$ cat config.mk
export PLATFORM = sky130hd
export DESIGN_NAME = laser_pool
export DESIGN_NICKNAME = d
export VERILOG_FILES = /design/src/rtl/laser_pool.sv
export SDC_FILE = /design/constraint.sdc
export NUM_CORES = 1
export LEC_CHECK = 0
export ABC_AREA = 1
export BUFFER_PORTS_ARGS = -buffer_cell sky130_fd_sc_hd__buf_4
export CAP_MARGIN = 25
export CORE_MARGIN = 10
export CORE_UTILIZATION = 30
export CTS_CLUSTER_DIAMETER = 40
export DETAILED_ROUTE_END_ITERATION = 6
export SKIP_CTS_REPAIR_TIMING = 1
export SLEW_MARGIN = 20
export SYNTH_ARGS = -nofsm -noshare
export SYNTH_HDL_FRONTEND = slang
export SYNTH_SLANG_ARGS = --single-unit
$ cat constraint.sdc
create_clock -name clk -period 3 [get_ports clk]
set_input_delay 0.45 -clock clk [delete_from_list [all_inputs] [get_ports clk]]
set_output_delay 0.45 -clock clk [all_outputs]
set_load 0.01 [all_outputs]
$ cat src/rtl/laser_pool.sv
// Pool of NUM_LASERS player lasers: allocation, spawn, per-frame motion, retirement and fire cooldown.
// Define LASER_POOL_AUTOFIRE_EN to fire on the shoot level instead of its rising edge.
module laser_pool #(
  parameter int NUM_LASERS      = 3,
  parameter int X_W             = 10,
  parameter int Y_W             = 10,
  parameter int LASER_STEP      = 4,
  parameter int COOLDOWN_FRAMES = 8,
  parameter int PLAYER_Y        = 440,
  parameter int SPRITE_W        = 32,
  parameter int PROJ_W          = 4,
  parameter int PROJ_H          = 16
) (
  input  logic                      clk,
  input  logic                      rst_n,
  input  logic                      frame,
  input  logic                      shoot,
  input  logic [X_W-1:0]            player_x,
  input  logic [NUM_LASERS-1:0]     hit,
  output logic [NUM_LASERS-1:0]     laser_active,
  output logic [NUM_LASERS*X_W-1:0] laser_x,
  output logic [NUM_LASERS*Y_W-1:0] laser_y,
  output logic                      fire_pulse,
  output logic                      pool_full
);

  localparam int CD_W = (COOLDOWN_FRAMES > 0) ? $clog2(COOLDOWN_FRAMES + 1) : 1;
  localparam logic [CD_W-1:0] CD_LOAD = CD_W'(COOLDOWN_FRAMES);
  localparam logic [X_W-1:0]  X_OFF   = X_W'(SPRITE_W / 2 - PROJ_W / 2);
  localparam logic [Y_W-1:0]  SPAWN_Y = Y_W'(PLAYER_Y - PROJ_H);
  localparam logic [Y_W-1:0]  STEP    = Y_W'(LASER_STEP);

  logic [CD_W-1:0]           cooldown, cooldown_next;
  logic                      fire_req, spawn, found;
  logic [NUM_LASERS-1:0]     spawn_sel, active_next;
  logic [NUM_LASERS*X_W-1:0] x_next;
  logic [NUM_LASERS*Y_W-1:0] y_next;
  logic [X_W-1:0]            spawn_x;

`ifdef LASER_POOL_AUTOFIRE_EN
  assign fire_req = shoot;
`else
  logic shoot_q;

  always_ff @(posedge clk or negedge rst_n) begin
    if (!rst_n) shoot_q <= 1'b0;
    else        shoot_q <= shoot;
  end

  assign fire_req = shoot & ~shoot_q;
`endif

  assign spawn   = fire_req && (cooldown == '0) && !(&laser_active);
  assign spawn_x = player_x + X_OFF;

  // One-hot pick of the lowest-index free slot
  always_comb begin
    spawn_sel = '0;
    found     = 1'b0;
    for (int i = 0; i < NUM_LASERS; i++) begin
      if (!laser_active[i] && !found) begin
        spawn_sel[i] = 1'b1;
        found        = 1'b1;
      end
    end
  end

  // Spawn beats hit and motion; hit beats motion; top retirement has no wrap
  always_comb begin
    active_next = laser_active;
    x_next      = laser_x;
    y_next      = laser_y;
    for (int i = 0; i < NUM_LASERS; i++) begin
      if (spawn && spawn_sel[i]) begin
        active_next[i]          = 1'b1;
        x_next[i*X_W +: X_W]    = spawn_x;
        y_next[i*Y_W +: Y_W]    = SPAWN_Y;
      end else if (laser_active[i]) begin
        if (hit[i]) begin
          active_next[i] = 1'b0;
        end else if (frame) begin
          if (laser_y[i*Y_W +: Y_W] < STEP) active_next[i] = 1'b0;
          else y_next[i*Y_W +: Y_W] = laser_y[i*Y_W +: Y_W] - STEP;
        end
      end
    end
  end

  always_comb begin
    cooldown_next = cooldown;
    if (spawn)                         cooldown_next = CD_LOAD;
    else if (frame && cooldown != '0)  cooldown_next = cooldown - CD_W'(1);
  end

  always_ff @(posedge clk or negedge rst_n) begin
    if (!rst_n) begin
      laser_active <= '0;
      laser_x      <= '0;
      laser_y      <= '0;
      fire_pulse   <= 1'b0;
      pool_full    <= 1'b0;
      cooldown     <= '0;
    end else begin
      laser_active <= active_next;
      laser_x      <= x_next;
      laser_y      <= y_next;
      fire_pulse   <= spawn;
      pool_full    <= &active_next;
      cooldown     <= cooldown_next;
    end
  end

endmodule

==> summary.txt, run 1 <==
Run status
  – Status: finished clean

Drt
  – Remaining antenna violation count: 0
  – Drt pass-1 iters: 4
  – Routed wire per std cell: 13.6 microns
  – Via density: between 4 and 5
  – Total number of vias: between 2000 and 3000
  – Drt initial violations: 173
  – Routed WL: about 8500 microns
  – # DRC: 0

Layout
  – Layout cells sized above 1: a little under a quarter
  – Cell Count, Final, Fillers Out: 625
  – Final #Nets: 506
  – Core Util, Final: approximately 39%
  – Commonest non-fill, non-tap cell in the layout: nand2_1
  – Antenna Cells: 0
  – Fillers: 1105
  – Layout area overhead: 26.3%
  – Most frequent cells in the layout: nand2_1, buf_4, dfrtp_1

Setup path
  – R2r worst-path depth: 8
  – Critical Path Fanout Max: 24
  – Crit path launch type: register
  – Critical path capture point type: register
  – Setup CP Type: reg -> reg
  – Worst EP required: ~3.3 ns
  – Crit path arrival time: ~2.3 ns

Clocking
  – CTS HTree Levels: 3
  – Worst skew pair latency: around 0.34 ns
  – CTS sink count: 64
  – Clock buffer depth: 2
  – CTS tree: yes
  – TritonCTS buffer count: 9
  – Root buf cell: clkbuf_8
  – Clk slew on worst S/H paths: roughly 0.07 ns

Yosys
  – Mapped Area: about 3200 sq um
  – Yosys warnings: 0
  – Seq/Total Area, Yosys: 49.7%
  – Syn Area/Cell: slightly below 8 sq um
  – Post-Synthesis Cells: 406
  – FF+latch count, synth: 64
  – Unique masters post-synth: 30

STA
  – Slew Viols, Final: 0
  – Final Cycle Share: between 60% and 70%
  – Tmin final: ~2 ns
  – Worst-margin pin slew: around 0.82 ns
  – Setup TNS: 0 ns
  – Fin. Hold Viols: 0
  – Final Skew: between 0.01 and 0.015 ns
  – Unrepaired setup endpoints after global routing: no
  – Final hold slack: about 0.20 ns
  – Final setup fails: 0
  – F_max: 499 MHz
  – Worst slew margin: between 40% and 50%

Hold path
  – HP Class: in -> async

Global route
  – Total track usage: a little under an eighth
  – First-pass GRT wire length: about 14000 microns
  – Largest net degree at the start of global routing: 65
  – Vias in the first global route: approximately 2800
  – Initial antenna violation count: 0
  – GRT Residual Overflow: 0

Placement
  – DP Wirelength: about 6500 microns
  – Placed cells: about 610
  – GPL Wtd Cong: just under 0.9
  – PortBufs: 75

Die
  – Vert. Die Dim: 124 microns
  – CORE AREA: between 10000 and 15000 sq um
  – Die width: ~120 microns
  – IO Count: 82
  – FP Rows: 37
  – Die footprint: around 15000 sq um
  – Starting Density: slightly above 30%

Power
  – Worst VDD drop: 333 uV
  – Static Leak: 2.27 nW
  – Pwr Density: 713 nW/um^2
  – Total power: 2.90 mW

Job
  – Max-cap violations: 0
==> critical path, stage by stage (launching register included) <==
cell     delay, ns
dfrtp_1       0.38
inv_1         0.09
ha_1          0.19
nand3_2       0.12
inv_1         0.11
nand4_2       0.50
inv_1         0.38
nand2_1       0.09
nand2_1       0.07
==> through the flow <==
step	setup WS, ns	area, sq um
floorplan	1.58	3240
detailed placement	0.976	3870
global placement	1.04	3870
global route	0.799	4070
CTS	0.970	4070
finish	0.997	4070
==> metal layers <==
metal	up-vias	GRT usage (%)	part of all wire (%)
li1	1395	-	-
met1	1263	14.0	45
met2	73	18.1	46
met3	8	5.29	8.3
met4	0	3.20	1.0
met5	-	0	0
==> area by class of cell <==
type | instances | area (sq um) | area share (%)
clock buffers | 13 | 159 | 3.91
clock inverters | 3 | 40.0 | 0.985
inverters | 57 | 214 | 5.26
multi-input cells | 277 | 1320 | 32.4
flip-flops and latches | 64 | 1600 | 39.4
well taps | 136 | 170 | 4.18
repair buffers | 75 | 563 | 13.8
==> Yosys cell counts <==
cell type,n,area (sq um)
nor3_2,1,10.0
conb_1,1,3.75
o211ai_1,2,15.0
nand3_1,20,100
o21ai_0,15,75.1
nand4_2,2,25.0
o21bai_1,1,7.51
buf_4,6,45.0
nor2_1,39,146
inv_2,6,22.5
buf_2,3,15.0
o22ai_1,1,6.26
inv_1,50,188
ha_1,5,62.6
nand4_1,6,37.5
buf_6,4,45.0
xnor2_1,4,35.0
nor3_1,7,35.0
clkinv_1,1,3.75
nand3_2,2,20.0
o21ai_1,8,40.0
o21ai_2,1,8.76
nor2_2,3,18.8
nand2_2,7,43.8
nor2_4,2,22.5
a21oi_1,5,25.0
nand2_1,135,507
dfrtp_1,64,1600
xor2_1,4,35.0
nor2_8,1,20.0
==> kinds of logic after synthesis <==
logic type	share of synthesized area, %
buffers and inverters	9.91
XOR/XNOR	2.18
flip-flops	49.7
AND/OR/NAND/NOR	30.6
adder cells (fa/ha/maj)	1.94
AO/OA/AOI/OAI	5.52
other	0.116
==> registers in the layout, summed over array words and instances, names as in the netlist <==
register	count
laser_y	24
cooldown	4
laser_active	3
shoot_q	1
laser_x	30
pool_full	1
fire_pulse	1
==> power breakdown <==
group	switching (mW)	leakage [nW]	internal, mW	total [mW]
Sequential	0.161	0.820	1.07	1.23
Clock	0.324	0.103	0.427	0.751
Combinational	0.512	1.35	0.406	0.918
Total	0.997	2.27	1.90	2.90
==> final timing paths <==
| kind | startpoint | to | slack (ns) |
|---|---|---|---|
| max in group asynchronous | rst_n | laser_y[8] | 2.25 |
| worst min-delay path | rst_n | cooldown[2] | 0.20 |
| worst min register to register | laser_x[8] | laser_x[8] | 0.49 |
| worst max-delay path | cooldown[0] | laser_x[18] | 1.0 |
| min in group clk | shoot | shoot_q | 0.22 |
| worst max register to register | cooldown[0] | laser_x[18] | 1.0 |
No activity file was read; power rests on OpenSTA's default activity.
==> run 2, diff against run 1 <==
--- a/config.mk
+++ b/config.mk
@@ -5,7 +5,7 @@
 export SDC_FILE = /design/constraint.sdc
 export NUM_CORES = 1
 export LEC_CHECK = 0
-export ABC_AREA = 1
+export ABC_AREA = 0
 export BUFFER_PORTS_ARGS = -buffer_cell sky130_fd_sc_hd__buf_4
 export CAP_MARGIN = 25
 export CORE_MARGIN = 10
==> constraint.sdc (replaced) <==
create_clock -name clk -period 1.75 [get_ports clk]
set_input_delay 0.2625 -clock clk [delete_from_list [all_inputs] [get_ports clk]]
set_output_delay 0.2625 -clock clk [all_outputs]
set_load 0.01 [all_outputs]
==> run 2 against run 1 <==
  * The flow now finishes with violations (negative setup slack)
  * Sequential power grew 72%
  * Sequential cell count is the same
  * First-iteration DRC count shrank 12%
  * Clock power grew 94%
  * Global-route usage shrank 0.099 points
  * Final cell count shrank 8.3%
  * Total power grew 92%
  * Worst setup slack lost 1.3 ns
  * Critical path type unchanged
  * Critical endpoint is now laser_x[13]
  * Largest cell class unchanged
  * Highest routed layer unchanged
==> summary.txt, run 2 <==
Clocking
  – TritonCTS buffer count: 9
  – CTS tree: yes
  – Worst skew pair latency: ~0.35 ns
  – CTS sink count: between 60 and 70
  – Clk slew on worst S/H paths: ~0.08 ns
  – Clock buffer depth: 2
  – Root buf cell: clkbuf_8
  – CTS HTree Levels: 3

STA
  – Fin. Hold Viols: 0
  – Slew Viols, Final: 0
  – Final Skew: ~0.011 ns
  – Final setup fails: 55
  – Final Cycle Share: 117%
  – Final worst slack: -0.294 ns
  – F_max: between 400 and 500 MHz
  – Tmin final: 2.04 ns
  – Unrepaired setup endpoints after global routing: yes

Drt
  – Via density: 4.75
  – Routed wire per std cell: roughly 16 microns
  – # DRC: 0
  – Routed WL: between 9000 and 10000 microns
  – Drt initial violations: between 150 and 200
  – Total number of vias: roughly 2700
  – Drt pass-1 iters: 4
  – Remaining antenna violation count: 0

Layout
  – Commonest non-fill, non-tap cell in the layout: buf_4
  – Largest register FFs: 30
  – Layout cells sized above 1: a little over two fifths
  – Final instance area: 4570 sq um
  – Most frequent cells in the layout: buf_4, dfrtp_1, nand2_1
  – Largest reg by FF count: laser_x
  – Antenna Cells: 0
  – Layout area overhead: 49.3%
  – Final #Nets: 457
  – Biggest regs: laser_x x30, laser_y x24, cooldown x4

Yosys
  – Post-synth top area share: a little over half
  – Mapped Area: about 3000 sq um
  – Post-synth top area cell: dfrtp_1
  – Ranking of synthesized cells by area: dfrtp_1, nand2_1, o21ai_2
  – Syn Area/Cell: roughly 10 sq um
  – Yosys warnings: 0
  – Most frequent cells after synthesis: dfrtp_1, nand2_1, inv_1
  – Unique masters post-synth: 45
  – Seq/Total Area, Yosys: a little over half
  – Number of flops mapped to enable cells by yosys: 0
  – Post-Synthesis Cells: ~310
  – Async set-reset flop share out of synthesis: 100%
  – Ys flop type: dfrtp_1
  – Count leader, synth: dfrtp_1
  – FF+latch count, synth: 64

Die
  – Die width: between 100 and 150 microns
  – Starting Density: 31.1%
  – Vert. Die Dim: 121 microns
  – IO Count: 82
  – CORE AREA: ~9900 sq um
  – FP Rows: 36
  – Die footprint: 14700 sq um

Job
  – Max-cap violations: 0

Setup path
  – CP delay by family, top: simple AND/OR/NAND/NOR gates
  – Critical path capture point type: register
  – Critical Path Fanout Max: 7
  – Crit path arrival time: 2.27 ns
  – Worst EP required: about 2.0 ns
  – Crit path launch type: register
  – Cell at the slowest stage of the critical path: or4_4
  – Setup CP Type: reg -> reg
  – Worst Path Buf+Inv: 2
  – Crit-path max cell delay: roughly 0.54 ns
  – Cells along the critical path: inv_2 -> ha_2 -> or3b_4 -> buf_4 -> or4_4 -> nand2_2 -> o21ai_1

Global route
  – Vias in the first global route: about 2700
  – First-pass GRT wire length: between 10000 and 15000 microns
  – Initial antenna violation count: 0
  – Largest net degree at the start of global routing: 42
  – Total track usage: a little under an eighth
  – GRT Residual Overflow: 0

Power
  – Worst VDD drop: approximately 660 uV
  – Static Leak: 2.16 nW
  – Pwr Density: between 1000 and 1500 nW/um^2

Placement
  – Placement Setup Slack: -0.319 ns
  – DP Area: between 4000 and 5000 sq um
  – GPL Wtd Cong: between 0.8 and 0.9
  – DP Wirelength: ~6400 microns
  – PortBufs: 75

Run status
  – Status: finished, violations left
  – Failing checks: negative setup slack

Hold path
  – HP Class: in -> reg
## run 2: cell count changes after synthesis, sizes merged, moves of 5 or more
cell,before,now
nor4,0,9
inv,56,18
nand3,22,6
nor2,45,13
nand2,142,57
nand2b,0,5
o31ai,0,5
clkbuf,0,5
nand4,8,2
or4,0,7
xnor2,4,9
or3,0,7
## run 2: final timing paths
check	start	endpoint	slack, ns	depth (start not counted)
max	cooldown[0]	laser_x[13]	-0.29	7
min	shoot	shoot_q	0.03	1
max reg2reg	cooldown[0]	laser_x[13]	-0.29	7
min reg2reg	laser_x[5]	laser_x[5]	0.49	2
max in group asynchronous	rst_n	laser_y[12]	0.85	3
min in group asynchronous	rst_n	laser_y[29]	0.36	2
## run 2: cell families after synthesis
family | Yosys count | share of synthesized area (%)
simple gates | 127 | 21.4
compound gates | 53 | 11.7
other cells | 1 | 0.122
buf+inv | 34 | 6.13
mux | 5 | 1.67
flops | 64 | 52.3
xor+xnor | 16 | 4.58
fa+ha+maj | 5 | 2.04
## run 2: layout make-up
cell class              count  area [sq um]
fillers                   932          5290
flip-flops and latches     64          1600
multi-input cells         215          1480
repair buffers            127          1030
well taps                 133           166
clock buffers               9           124
clock inverters             7           103
inverters                  18          67.6
## run 2: power by group
| group | switching, mW | total [mW] | internal [mW] |
|---|---|---|---|
| Clock | 0.644 | 1.46 | 0.816 |
| Combinational | 0.945 | 1.99 | 1.04 |
| Sequential | 0.287 | 2.12 | 1.84 |
| Total | 1.88 | 5.57 | 3.69 |
## run 2: worst reg2reg max path, stage by stage (launching register included)
cell and delay, ns:
dfrtp_1 0.40, inv_2 0.07, ha_2 0.17, or3b_4 0.43, buf_4 0.16, or4_4 0.54, nand2_2 0.09, o21ai_1 0.07
## run 2: per-layer routing
layer / GRT usage, % / wire, microns / part of all wire [%] / up-vias
li1: - / - / - / 1321
met1: 13.5 / 3860 / 43 / 1310
met2: 18.5 / 4400 / 48 / 78
met3: 4.89 / 709 / 7.8 / 11
met4: 3.54 / 110 / 1.2 / 0
met5: 0 / 0 / 0 / -
## run 2: metrics by stage
step / TNS [ns] / hold slack, ns / power (mW) / util (%) / cells
after global placement: -6.83 / 0.199 / 3.90 / 40.9 / 542
after detailed placement: -9.30 / 0.202 / 3.96 / 40.9 / 542
final: -9.20 / 0.0294 / 5.57 / 46.4 / 573
after CTS: -10.32 / -0.185 / 5.44 / 43.2 / 558
after floorplan: -5.00 / -0.0331 / 2.95 / - / 310
after global routing: -13.25 / 0.0142 / 5.93 / 46.4 / 573
